`src/rtl/tdm_pkg.sv`:
```
// ============================================================================
// Module : tdm_pkg
// Brief  : Shared types and constants for the 4-channel TDM demultiplexer.
// Rev    : 1.0  initial release
// ============================================================================
`default_nettype none

package tdm_pkg;

    localparam int SLOTS  = 4;
    localparam int SLOT_W = 2;

    typedef enum logic [0:0] {
        HUNT = 1'b0,
        LOCK = 1'b1
    } state_t;

endpackage

`default_nettype wire

```
`src/rtl/tdm_demux_4ch_lane.sv`:
```
// ============================================================================
// Module : tdm_lane
// Brief  : One demux lane: strobe gating, slot 0..2 shadows, published outputs.
// Rev    : 1.0  initial release
// ============================================================================
`default_nettype none

module tdm_lane
    import tdm_pkg::*;
#(
    parameter int DW = 1
) (
    input  logic              i_clk,
    input  logic              i_rst,
    input  logic              i_g_n,
    input  logic [DW-1:0]     i_d,
    input  logic [SLOT_W-1:0] i_slot,
    input  logic              i_capture,
    input  logic              i_discard,
    input  logic              i_publish,
    output logic [DW-1:0]     o_y0,
    output logic [DW-1:0]     o_y1,
    output logic [DW-1:0]     o_y2,
    output logic [DW-1:0]     o_y3,
    output logic              o_vld
);

    logic [DW-1:0] w_sample;
    logic [DW-1:0] r_shadow [0:SLOTS-2];
    logic [DW-1:0] r_y      [0:SLOTS-1];
    logic          r_vld;

    // A strobed-off slot stores zero rather than holding its old value.
    assign w_sample = i_g_n ? '0 : i_d;

    always_ff @(posedge i_clk) begin
        if (i_rst) begin
            for (int k = 0; k < SLOTS - 1; k++) r_shadow[k] <= '0;
            for (int k = 0; k < SLOTS; k++)     r_y[k]      <= '0;
            r_vld <= 1'b0;
        end else begin
            r_vld <= i_publish;
            // Discard first; a same-cycle slot-0 capture overrides it.
            if (i_discard) begin
                for (int k = 0; k < SLOTS - 1; k++) r_shadow[k] <= '0;
            end
            for (int k = 0; k < SLOTS - 1; k++) begin
                if (i_capture && (i_slot == SLOT_W'(k))) r_shadow[k] <= w_sample;
            end
            if (i_publish) begin
                for (int k = 0; k < SLOTS - 1; k++) r_y[k] <= r_shadow[k];
                r_y[SLOTS-1] <= w_sample;
            end
        end
    end

    assign o_y0  = r_y[0];
    assign o_y1  = r_y[1];
    assign o_y2  = r_y[2];
    assign o_y3  = r_y[3];
    assign o_vld = r_vld;

endmodule

`default_nettype wire

```
`src/rtl/tdm_demux_4ch.sv`:
```
// ============================================================================
// Module : tdm_demux_4ch
// Brief  : Dual-lane 4-channel TDM demux with frame-sync lock and atomic publish.
// Rev    : 1.0  initial release
// ============================================================================
`default_nettype none

module tdm_demux_4ch
    import tdm_pkg::*;
#(
    parameter int DW = 1
) (
    input  logic          i_clk,
    input  logic          i_rst,
    input  logic          i_sync,
    input  logic          i_1G_n,
    input  logic          i_2G_n,
    input  logic [DW-1:0] i_1D,
    input  logic [DW-1:0] i_2D,
    output logic [DW-1:0] o_1Y0,
    output logic [DW-1:0] o_1Y1,
    output logic [DW-1:0] o_1Y2,
    output logic [DW-1:0] o_1Y3,
    output logic [DW-1:0] o_2Y0,
    output logic [DW-1:0] o_2Y1,
    output logic [DW-1:0] o_2Y2,
    output logic [DW-1:0] o_2Y3,
    output logic          o_1vld,
    output logic          o_2vld,
    output logic [1:0]    o_sel,
    output logic          o_lock,
    output logic          o_err
);

    state_t              r_state;
    logic [SLOT_W-1:0]   r_slot;
    logic                r_err;

    state_t              w_state_nxt;
    logic [SLOT_W-1:0]   w_slot_nxt;
    logic [SLOT_W-1:0]   w_cap_slot;
    logic                w_capture;
    logic                w_discard;
    logic                w_publish;
    logic                w_err;

    always_comb begin
        w_state_nxt = r_state;
        w_slot_nxt  = r_slot;
        w_cap_slot  = r_slot;
        w_capture   = 1'b0;
        w_discard   = 1'b0;
        w_publish   = 1'b0;
        w_err       = 1'b0;
        case (r_state)
            HUNT: begin
                if (i_sync) begin
                    w_capture   = 1'b1;
                    w_discard   = 1'b1;
                    w_cap_slot  = '0;
                    w_slot_nxt  = SLOT_W'(1);
                    w_state_nxt = LOCK;
                end
            end
            LOCK: begin
                if (r_slot == '0) begin
                    if (i_sync) begin
                        w_capture  = 1'b1;
                        w_slot_nxt = SLOT_W'(1);
                    end else begin
                        // Missing sync: drop the sample and fall back to hunting.
                        w_err       = 1'b1;
                        w_discard   = 1'b1;
                        w_slot_nxt  = '0;
                        w_state_nxt = HUNT;
                    end
                end else if (i_sync) begin
                    // Early sync restarts the frame at slot 0; no publish this cycle.
                    w_err      = 1'b1;
                    w_discard  = 1'b1;
                    w_capture  = 1'b1;
                    w_cap_slot = '0;
                    w_slot_nxt = SLOT_W'(1);
                end else begin
                    w_capture  = 1'b1;
                    w_publish  = (r_slot == SLOT_W'(SLOTS - 1));
                    w_slot_nxt = r_slot + SLOT_W'(1);
                end
            end
        endcase
    end

    always_ff @(posedge i_clk) begin
        if (i_rst) begin
            r_state <= HUNT;
            r_slot  <= '0;
            r_err   <= 1'b0;
        end else begin
            r_state <= w_state_nxt;
            r_slot  <= w_slot_nxt;
            r_err   <= w_err;
        end
    end

    assign o_sel  = r_slot;
    assign o_lock = (r_state == LOCK);
    assign o_err  = r_err;

    tdm_lane #(.DW(DW)) u_lane1 (
        .i_clk     (i_clk),
        .i_rst     (i_rst),
        .i_g_n     (i_1G_n),
        .i_d       (i_1D),
        .i_slot    (w_cap_slot),
        .i_capture (w_capture),
        .i_discard (w_discard),
        .i_publish (w_publish),
        .o_y0      (o_1Y0),
        .o_y1      (o_1Y1),
        .o_y2      (o_1Y2),
        .o_y3      (o_1Y3),
        .o_vld     (o_1vld)
    );

    tdm_lane #(.DW(DW)) u_lane2 (
        .i_clk     (i_clk),
        .i_rst     (i_rst),
        .i_g_n     (i_2G_n),
        .i_d       (i_2D),
        .i_slot    (w_cap_slot),
        .i_capture (w_capture),
        .i_discard (w_discard),
        .i_publish (w_publish),
        .o_y0      (o_2Y0),
        .o_y1      (o_2Y1),
        .o_y2      (o_2Y2),
        .o_y3      (o_2Y3),
        .o_vld     (o_2vld)
    );

endmodule

`default_nettype wire

```
`config.mk`:
```
export PLATFORM = sky130hd
export DESIGN_NAME = tdm_demux_4ch
export DESIGN_NICKNAME = d
export VERILOG_FILES = /design/src/rtl/tdm_pkg.sv /design/src/rtl/tdm_demux_4ch_lane.sv /design/src/rtl/tdm_demux_4ch.sv
export SDC_FILE = /design/constraint.sdc
export NUM_CORES = 1
export LEC_CHECK = 0
export CORE_MARGIN = 4
export CORE_UTILIZATION = 57
export CTS_BUF_LIST = sky130_fd_sc_hd__clkbuf_4
export DETAILED_ROUTE_END_ITERATION = 7
export DONT_BUFFER_PORTS = 1
export PLACE_DENSITY_LB_ADDON = 0.12
export SYNTH_ARGS = -nofsm -noshare
export SYNTH_HDL_FRONTEND = slang
export SYNTH_SLANG_ARGS = --single-unit
```
`constraint.sdc`:
```
create_clock -name i_clk -period 1.8 [get_ports i_clk]
set_input_delay 0.09 -clock i_clk [delete_from_list [all_inputs] [get_ports i_clk]]
set_output_delay 0.09 -clock i_clk [all_outputs]
set_load 0.03 [all_outputs]
```
Word-level counts from Yosys, hierarchy flattened
Memory sizes are Yosys's and may differ from the RTL's.
Cells that the tools add are included.
{"block": "totals", "register_bits": 5, "mem_bits_rw": 14, "out_inout_bits": 14, "wordCells": 96, "n_memories": 4}
{"block": "op_classes", "addsub": 1, "n_eq_ne": 4, "n_mux": 56, "bitwise": 21, "n_reduce_logical": 6}
{"name": "u_lane1.r_y", "depth": 4, "width": 1, "rd": 4, "rd_ports_with_merged_regs": 0, "write_ports": 4, "line_no": "tdm_demux_4ch_lane.sv:30", "source": "logic [DW-1:0] r_y [0:SLOTS-1];"}
{"name": "u_lane2.r_y", "depth": 4, "width": 1, "rd": 4, "rd_ports_with_merged_regs": 0, "write_ports": 4, "line_no": "tdm_demux_4ch_lane.sv:30"}
{"name": "u_lane1.r_shadow", "depth": 3, "width": 1, "rd": 3, "rd_ports_with_merged_regs": 0, "write_ports": 3, "line_no": "tdm_demux_4ch_lane.sv:29", "source": "logic [DW-1:0] r_shadow [0:SLOTS-2];"}
{"name": "u_lane2.r_shadow", "depth": 3, "width": 1, "rd": 3, "rd_ports_with_merged_regs": 0, "write_ports": 3, "line_no": "tdm_demux_4ch_lane.sv:29"}
{"op": "1-bit two-way mux", "count": 47}
{"op": "1-bit OR", "count": 20}
{"op": "2-bit two-way mux", "count": 5}
{"op": "2-bit case mux with 2 select lines", "count": 2}
{"op": "2-bit == test, second input constant", "count": 2}
{"op": "2-bit zero test", "count": 2}
{"op": "1-bit case mux with 2 select lines", "count": 2}
{"op": "1-bit logical AND", "count": 3}
{"op": "2-bit by 1-bit adder with 2-bit output, second input constant", "count": 1}
{"op": "2-bit by 1-bit == test with 1-bit output, second input constant", "count": 1}
{"op": "2-bit != test, second input constant", "count": 1}
{"op": "2-bit OR reduction", "count": 1}
{"op": "1-bit inverter", "count": 1}

Depth between registers and ports, before layout
Gate-level depths: netlist (run 1).
{"block": "logic_depth", "ltp_word": 9, "mapped_depth": 5}

Cells and area by module
A second synthesis (run 1) with hierarchy kept.
{"block": "hier_totals", "cells_unflattened": 77, "area_unflattened_um2": 942.2}
{"module": "tdm_lane", "n_inst": 2, "cells_each": 25, "area_each_um2": 354.1, "seq_area_each_um2": 230.2}
{"module": "tdm_demux_4ch", "n_inst": 1, "cells_each": 27, "area_each_um2": 234.0, "seq_area_each_um2": 80.1}

Worst setup path after synthesis (run 1)
OpenSTA, ideal clock, no wires.
{"block": "synth_timing", "kind": "reg-to-reg", "startpoint": "reg r_slot[1] (netlist: o_sel[1])", "endpoint": "mem u_lane1.r_y[0], enable pin", "setup_ns": 0.384, "arrival_ns": 1.884, "setup_slack_ns": -0.468, "path_stages_with_launch": 5, "cell_sequence": "dfxtp_1 > inv_1 > ha_1 > nand3b_1 > o21ai_0"}
{"element": "start, declared", "line_no": "tdm_demux_4ch.sv:36", "source": "logic [SLOT_W-1:0] r_slot;"}
{"element": "start signal, assigned", "line_no": "tdm_demux_4ch.sv:100", "source": "r_slot <= w_slot_nxt;"}
{"element": "end, declared", "line_no": "tdm_demux_4ch_lane.sv:30"}

==> results of run 1 <==
## registers in the layout, indices dropped and copies added (netlist names)
signal	flops
o_sel	2
u_lane2.r_y	4
o_err	1
u_lane1.r_shadow	3
u_lane2.r_shadow	3
o_lock	1
u_lane1.r_y	4
u_lane1.o_vld	1
## power groups by stage
stage          clock, W  combinational (W)  sequential, W
2_1_floorplan         0          0.0000470       0.000531
3_3_place_gp          0          0.0000595       0.000524
3_5_place_dp          0          0.0000622       0.000526
4_1_cts        0.000210          0.0000702       0.000516
5_1_grt        0.000234          0.0000780       0.000517
6_report       0.000207          0.0000716       0.000515
## cell families after synthesis
logic type / Yosys count
xor+xnor: 2
simple gates: 31
buf+inv: 7
flops: 19
fa+ha+maj: 3
compound gates: 9
## through the flow
step	hold WS (ns)	cells	setup WS (ns)
floorplan	0.173	71	0.0996
finish	-0.00156	93	0.111
global route	0.00419	93	-0.000125
detailed placement	0.164	86	0.114
global placement	0.155	86	0.174
CTS	0.00210	92	0.0749
## per-layer routing
layer	track usage [%]	wire, um
met2	29.7	750
met4	4.97	32
met5	0	0
met1	16.5	588
met3	5.86	98
## cell usage in the layout, fill, tap and decap left out, types with 3 or more instances in the layout
| master | Yosys | final |
|---|---|---|
| edfxtp_1 | 14 | 14 |
| and2_1 | 6 | 6 |
| nor2_1 | 5 | 5 |
| inv_1 | 4 | 4 |
| nor3_1 | 4 | 4 |
| buf_4 | 2 | 4 |
| a21oi_1 | 3 | 3 |
| clkbuf_4 | 0 | 3 |
| dfxtp_1 | 5 | 3 |
## final cells by class
class | instances | area, um^2
well taps | 15 | 18.8
flip-flops and latches | 19 | 526
multi-input cells | 45 | 318
inverters | 4 | 15.0
clock inverters | 1 | 5.00
fillers | 95 | 395
clock buffers | 3 | 22.5
repair buffers | 6 | 50.0
## worst paths after layout
check	from	end	slack, ns
max	o_sel[1]$_SDFFE_PP0P_	u_lane2.r_shadow[0][0]$_SDFFCE_PN0P_	0.11
min	i_sync	o_sel[0]$_SDFFE_PP0P_	-0.002
max reg2reg	o_sel[1]$_SDFFE_PP0P_	u_lane2.r_shadow[0][0]$_SDFFCE_PN0P_	0.11
min reg2reg	u_lane2.r_shadow[0][0]$_SDFFCE_PN0P_	u_lane2.r_y[0]$_SDFFCE_PN0P_	0.53
## synth_stat cells (2+ instances only)
master | n | area [um^2]
ha_1 | 3 | 37.5
nand2_1 | 2 | 7.51
a31oi_1 | 2 | 12.5
nor2_1 | 5 | 18.8
inv_1 | 4 | 15.0
a21oi_1 | 3 | 15.0
edfxtp_1 | 14 | 420
buf_4 | 2 | 15.0
and2_1 | 6 | 37.5
dfxtp_1 | 5 | 100
nand2b_1 | 2 | 12.5
nor3_1 | 4 | 20.0
nor4_1 | 2 | 12.5
xor2_1 | 2 | 17.5
## timing repair
action                                  4_1_cts  5_1_grt
resized for setup                             0        3
endpoints found under the hold margin         6        0
hold buffers                                  2        0
buffers inserted                              0        1
endpoints found under the setup margin        0       12
==> flow_summary.yaml, run 1 <==
sta:
  slew_headroom_pct: 62.3
  fin_hold_ws_ns: -0.00156
  min_period_ns: 1.69
  worst_pin_slew_ns: 0.565
  min_period_over_period_pct: 93.8
  fmax_mhz: 592
  fin_setup_tns_ns: 0
  finalHoldViolCount: 1
  fin_worst_skew_ns: 0.00570
  setup_violations: 0
  final_max_slew_viol_count: 0
finish:
  antenna-diode-count: 0
  utilization_pct: 70.7
  syn_to_final_growth_pct: 11.9
  final_nets: 89
  stdcell_area_um2: 955
  drive_gt1_share_pct: 20.5
synth:
  yosys_most_used_dff: "edfxtp_1"
  synth_top_family_by_area: "simple AND/OR/NAND/NOR gates"
  syn_inst: 71
  seq_area_frac_synth_pct: 61.0
  ys_async_sr_fraction_pct: 0
  synth-adder-area-share_pct: 4.40
  avgSynthCellArea_um2: 12.0
  syn-num-nets: 81
  synth_xor_area_share_pct: 2.05
  synth.area.mux_share_pct: 0
  ys_ff_latch: 19
  yosysWarnings: 0
  synth_compound_area_share_pct: 6.01
  synth.distinct_cells: 29
  synthSimpleGateAreaFrac_pct: 22.4
  netlist_area_um2: 853
  synth-edff-count: 14
worst_setup_path:
  worstPathMaxFanout: 7
  path_class: "flop to flop"
  cp_data_required_time_ns: 1.77
  start_kind: "flop"
  cpPeakStageDelay_ns: 0.33
  critPathTopFamily: "flip-flops"
  crit_chain: "inv_1 -> ha_2 -> nand2_1 -> xor2_1 -> a31oi_1"
  slowest_stage: "dfxtp_2"
  critPathCaptureType: "flop"
  crit_arrival_ns: 1.66
  worstRegToRegCells: 5
  worstSetupPathDepth: 5
  critical_path_buf_inv_count: 1
flow_run:
  maxCapViolCount: 0
clocking:
  clk_pin_slew_ns: 0.11
  cts-htree-levels: 1
  insertion_delay_ns: 0.28
  numCtsBuffers: 3
  cts_sinks: 19
  clock_path_buffers: 2
  cts_root_buffer: "clkbuf_4"
  tritoncts: "yes"
drt:
  drc_errors: 0
  routed_via_density: 5.96
  detail_route.wl_per_cell_um: 15.8
  ant_nets: 0
  wirelength_um: 1470
  dr.pass1.iters: 6
  drt_iter0_drc: 17
  vias: 554
global_routing:
  antenna_found_initial: 0
  overflow: 0
  grt_pass1_vias: 560
  grt_pass1_wl_um: 2460
  grt_max_degree: 12
  grtUsageTotal_pct: 16.0
power:
  power_density_nw_per_um2: 831
  combPwrFrac_pct: 9.0
  finalPower_w: 0.000793
  leakage_nw: 0.352
  ir_drop_v: 0.000553
  p_seq_share_pct: 64.9
  p_sw_w: 0.000195
  power_frac_clock_pct: 26.1
  internal-power_w: 0.000599
  swShare_pct: 24.5
floorplanning:
  die_w_um: 46.7
  rows: 13
  core_um2: 1350
  die_area_um2: 2180
  start_util_pct: 63.2
  fp.dieH_um: 46.7
  num_io_pins: 21
place:
  place_area_um2: 888
  gp_congestion: 0.835
  dp_hpwl_um: 1140
  portBuffers: 0
hold_path:
  holdCritPathClass: "primary input to flop"
  hold_depth: 2
status:
  status: "complete, but fails checks"
  violations: "hold timing"
(Power assumes the default switching activity.)
==> run 2, diff against run 1 <==
Settings changed: RECOVER_POWER set to 50, SYNTH_HIERARCHICAL set to 1.
==> run 2 against run 1 <==
Against the previous run:
- the flow now finishes without violations
- clock power is 74% higher
- non-clock buffer count increased by 5
- cell area is 20% higher
- first-iteration DRC count grew 18%
- maximum frequency is 2.3% lower
- area after synthesis up 10%
- clock skew increased by 0.0016 ns
==> flow_summary.yaml, run 2 <==
status:
  status: "completed"
clocking:
  tritoncts: "yes"
  insertion_delay_ns: 0.30
  numCtsBuffers: 3
  cts-htree-levels: 1
  cts_sinks: 20
  clk_pin_slew_ns: 0.11
  cts_root_buffer: "clkbuf_4"
  clock_path_buffers: 2
synth:
  yosysWarnings: 6
  seq_area_frac_synth_pct: 57.4
  synth.most_common_cell: "edfxtp_1"
  synth_largest_area_cell: "edfxtp_1"
  ys_ff_latch: 20
  yosys_most_used_dff: "edfxtp_1"
  ys_top_cells_by_area: "edfxtp_1 (45%), dfxtp_1 (13%), and2_1 (4.0%), ha_1 (4.0%), nand3b_1 (4.0%)"
  ys_async_sr_fraction_pct: 0
  syn_inst: 77
  avgSynthCellArea_um2: 12.2
  netlist_area_um2: 942
  synth-edff-count: 14
  synthTopCellsByCount: "edfxtp_1 (14), and2_1 (6), dfxtp_1 (6), nand2_1 (6)"
  synth.distinct_cells: 24
  netlist.area_leader.share_pct: 44.6
  syn-num-nets: 87
drt:
  dr.pass1.iters: 4
  routed_via_density: 5.87
  ant_nets: 0
  vias: 634
  wirelength_um: 1750
  drt_iter0_drc: 20
  drc_errors: 0
  detail_route.wl_per_cell_um: 16.2
sta:
  slew_headroom_pct: 59.4
  setup_violations: 0
  finalHoldViolCount: 0
  final_max_slew_viol_count: 0
  fin_worst_skew_ns: 0.00730
  worst_pin_slew_ns: 0.607
  min_period_over_period_pct: 96.0
  fin_hold_ws_ns: 0.0375
  fmax_mhz: 579
  min_period_ns: 1.73
  fin_setup_tns_ns: 0
floorplanning:
  die_area_um2: 2370
  num_io_pins: 21
  rows: 14
  die_w_um: 48.7
  fp.dieH_um: 48.7
  start_util_pct: 61.1
  core_um2: 1540
hold_path:
  holdCritPathClass: "primary input to flop"
  hold_start: "i_2D"
place:
  portBuffers: 0
  dp_hpwl_um: 1170
  gp_congestion: 0.727
power:
  finalPower_w: 0.00100
  ir_drop_v: 0.000800
  leakage_nw: 0.430
  power_density_nw_per_um2: 877
worst_setup_path:
  cp_data_required_time_ns: 1.83
  crit_chain: "inv_2 -> ha_4 -> ha_1 -> or2b_1 -> nand2_4 -> nand3b_1 -> buf_4 -> nand2_1"
  crit_arrival_ns: 1.76
  path_class: "flop to flop"
  critPathTopFamily: "simple AND/OR/NAND/NOR gates"
  worstPathMaxFanout: 8
  critPathCaptureType: "flop"
  start_kind: "flop"
  slowest_stage: "dfxtp_2"
  crit_start: "o_sel[1]$_SDFFE_PP0P_"
  cpPeakStageDelay_ns: 0.35
  critical_path_buf_inv_count: 2
  r2r-start: "o_sel[1]$_SDFFE_PP0P_"
global_routing:
  antenna_found_initial: 0
  grt_max_degree: 14
  overflow: 0
  grt_pass1_wl_um: 2940
  grt_pass1_vias: 630
  grtUsageTotal_pct: 15.9
flow_run:
  maxCapViolCount: 0
finish:
  final_cell_mix: "edfxtp_1 (14), dlygate4sd3_1 (6), and2_1 (6)"
  syn_to_final_growth_pct: 21.6
  final_common_cell: "edfxtp_1"
  final_nets: 103
  antenna-diode-count: 0
  drive_gt1_share_pct: 27.2
  reg_top3: "u_lane1/r_y: 4 flops, u_lane2/r_y: 4 flops"
[run 2: what timing repair did]
item | in CTS | in global routing
buffers inserted | 0 | 1
resized for setup | 0 | 9
hold endpoints to repair | 13 | 1
setup endpoints to repair | 0 | 13
hold buffers | 5 | 1
[run 2: routing by layer]
| metal | global-route usage, % | routed length, um | up-vias |
|---|---|---|---|
| met1 | 17.0 | 689 | 305 |
| met5 | 0 | 0 | - |
| met4 | 6.28 | 0 | 0 |
| met3 | 5.21 | 82 | 0 |
| li1 | - | - | 307 |
| met2 | 28.3 | 975 | 22 |
[run 2: report_power, final]
part	internal (W)	switching, W
logic	0.0000457	0.0000603
clock network	0.000225	0.000136
registers	0.000514	0.0000242
[run 2: cell type report]
cell class | count | area, um^2
clock buffers | 3 | 22.5
clock inverters | 1 | 30.0
fillers | 107 | 395
inverters | 3 | 11.3
multi-input cells | 54 | 419
flip-flops and latches | 20 | 546
well taps | 16 | 20.0
repair buffers | 11 | 97.6
[run 2: logic make-up after synthesis]
logic type / count (synthesis) / share of synthesized area [%]
DFF: 20 / 57.4
buffers and inverters: 3 / 1.20
AOI/OAI and AO/OA: 6 / 3.85
adders and majority gates: 3 / 3.98
and+or+nand+nor: 45 / 33.6
[run 2: final timing paths]
path	end	slack, ns	cells after the start
setup / recovery	u_lane1/r_shadow[0][2]$_SDFFCE_PN0P_	0.07	8
hold / removal	u_lane2/r_y[3]$_DFFE_PP_	0.04	1
setup reg to reg	u_lane1/r_shadow[0][2]$_SDFFCE_PN0P_	0.07	8
hold reg to reg	u_lane1/r_y[2]$_SDFFCE_PN0P_	0.54	1
[run 2: stage by stage]
step	utilization (%)	instance area, um^2	std cells	setup slack (ns)
2_1_floorplan	-	950	77	0.0435
3_3_place_gp	64.9	1000	97	0.0987
3_5_place_dp	64.9	1000	97	0.0310
4_1_cts	71.5	1100	106	0.00886
5_1_grt	74.4	1150	108	-0.0694
6_report	74.4	1150	108	0.0720
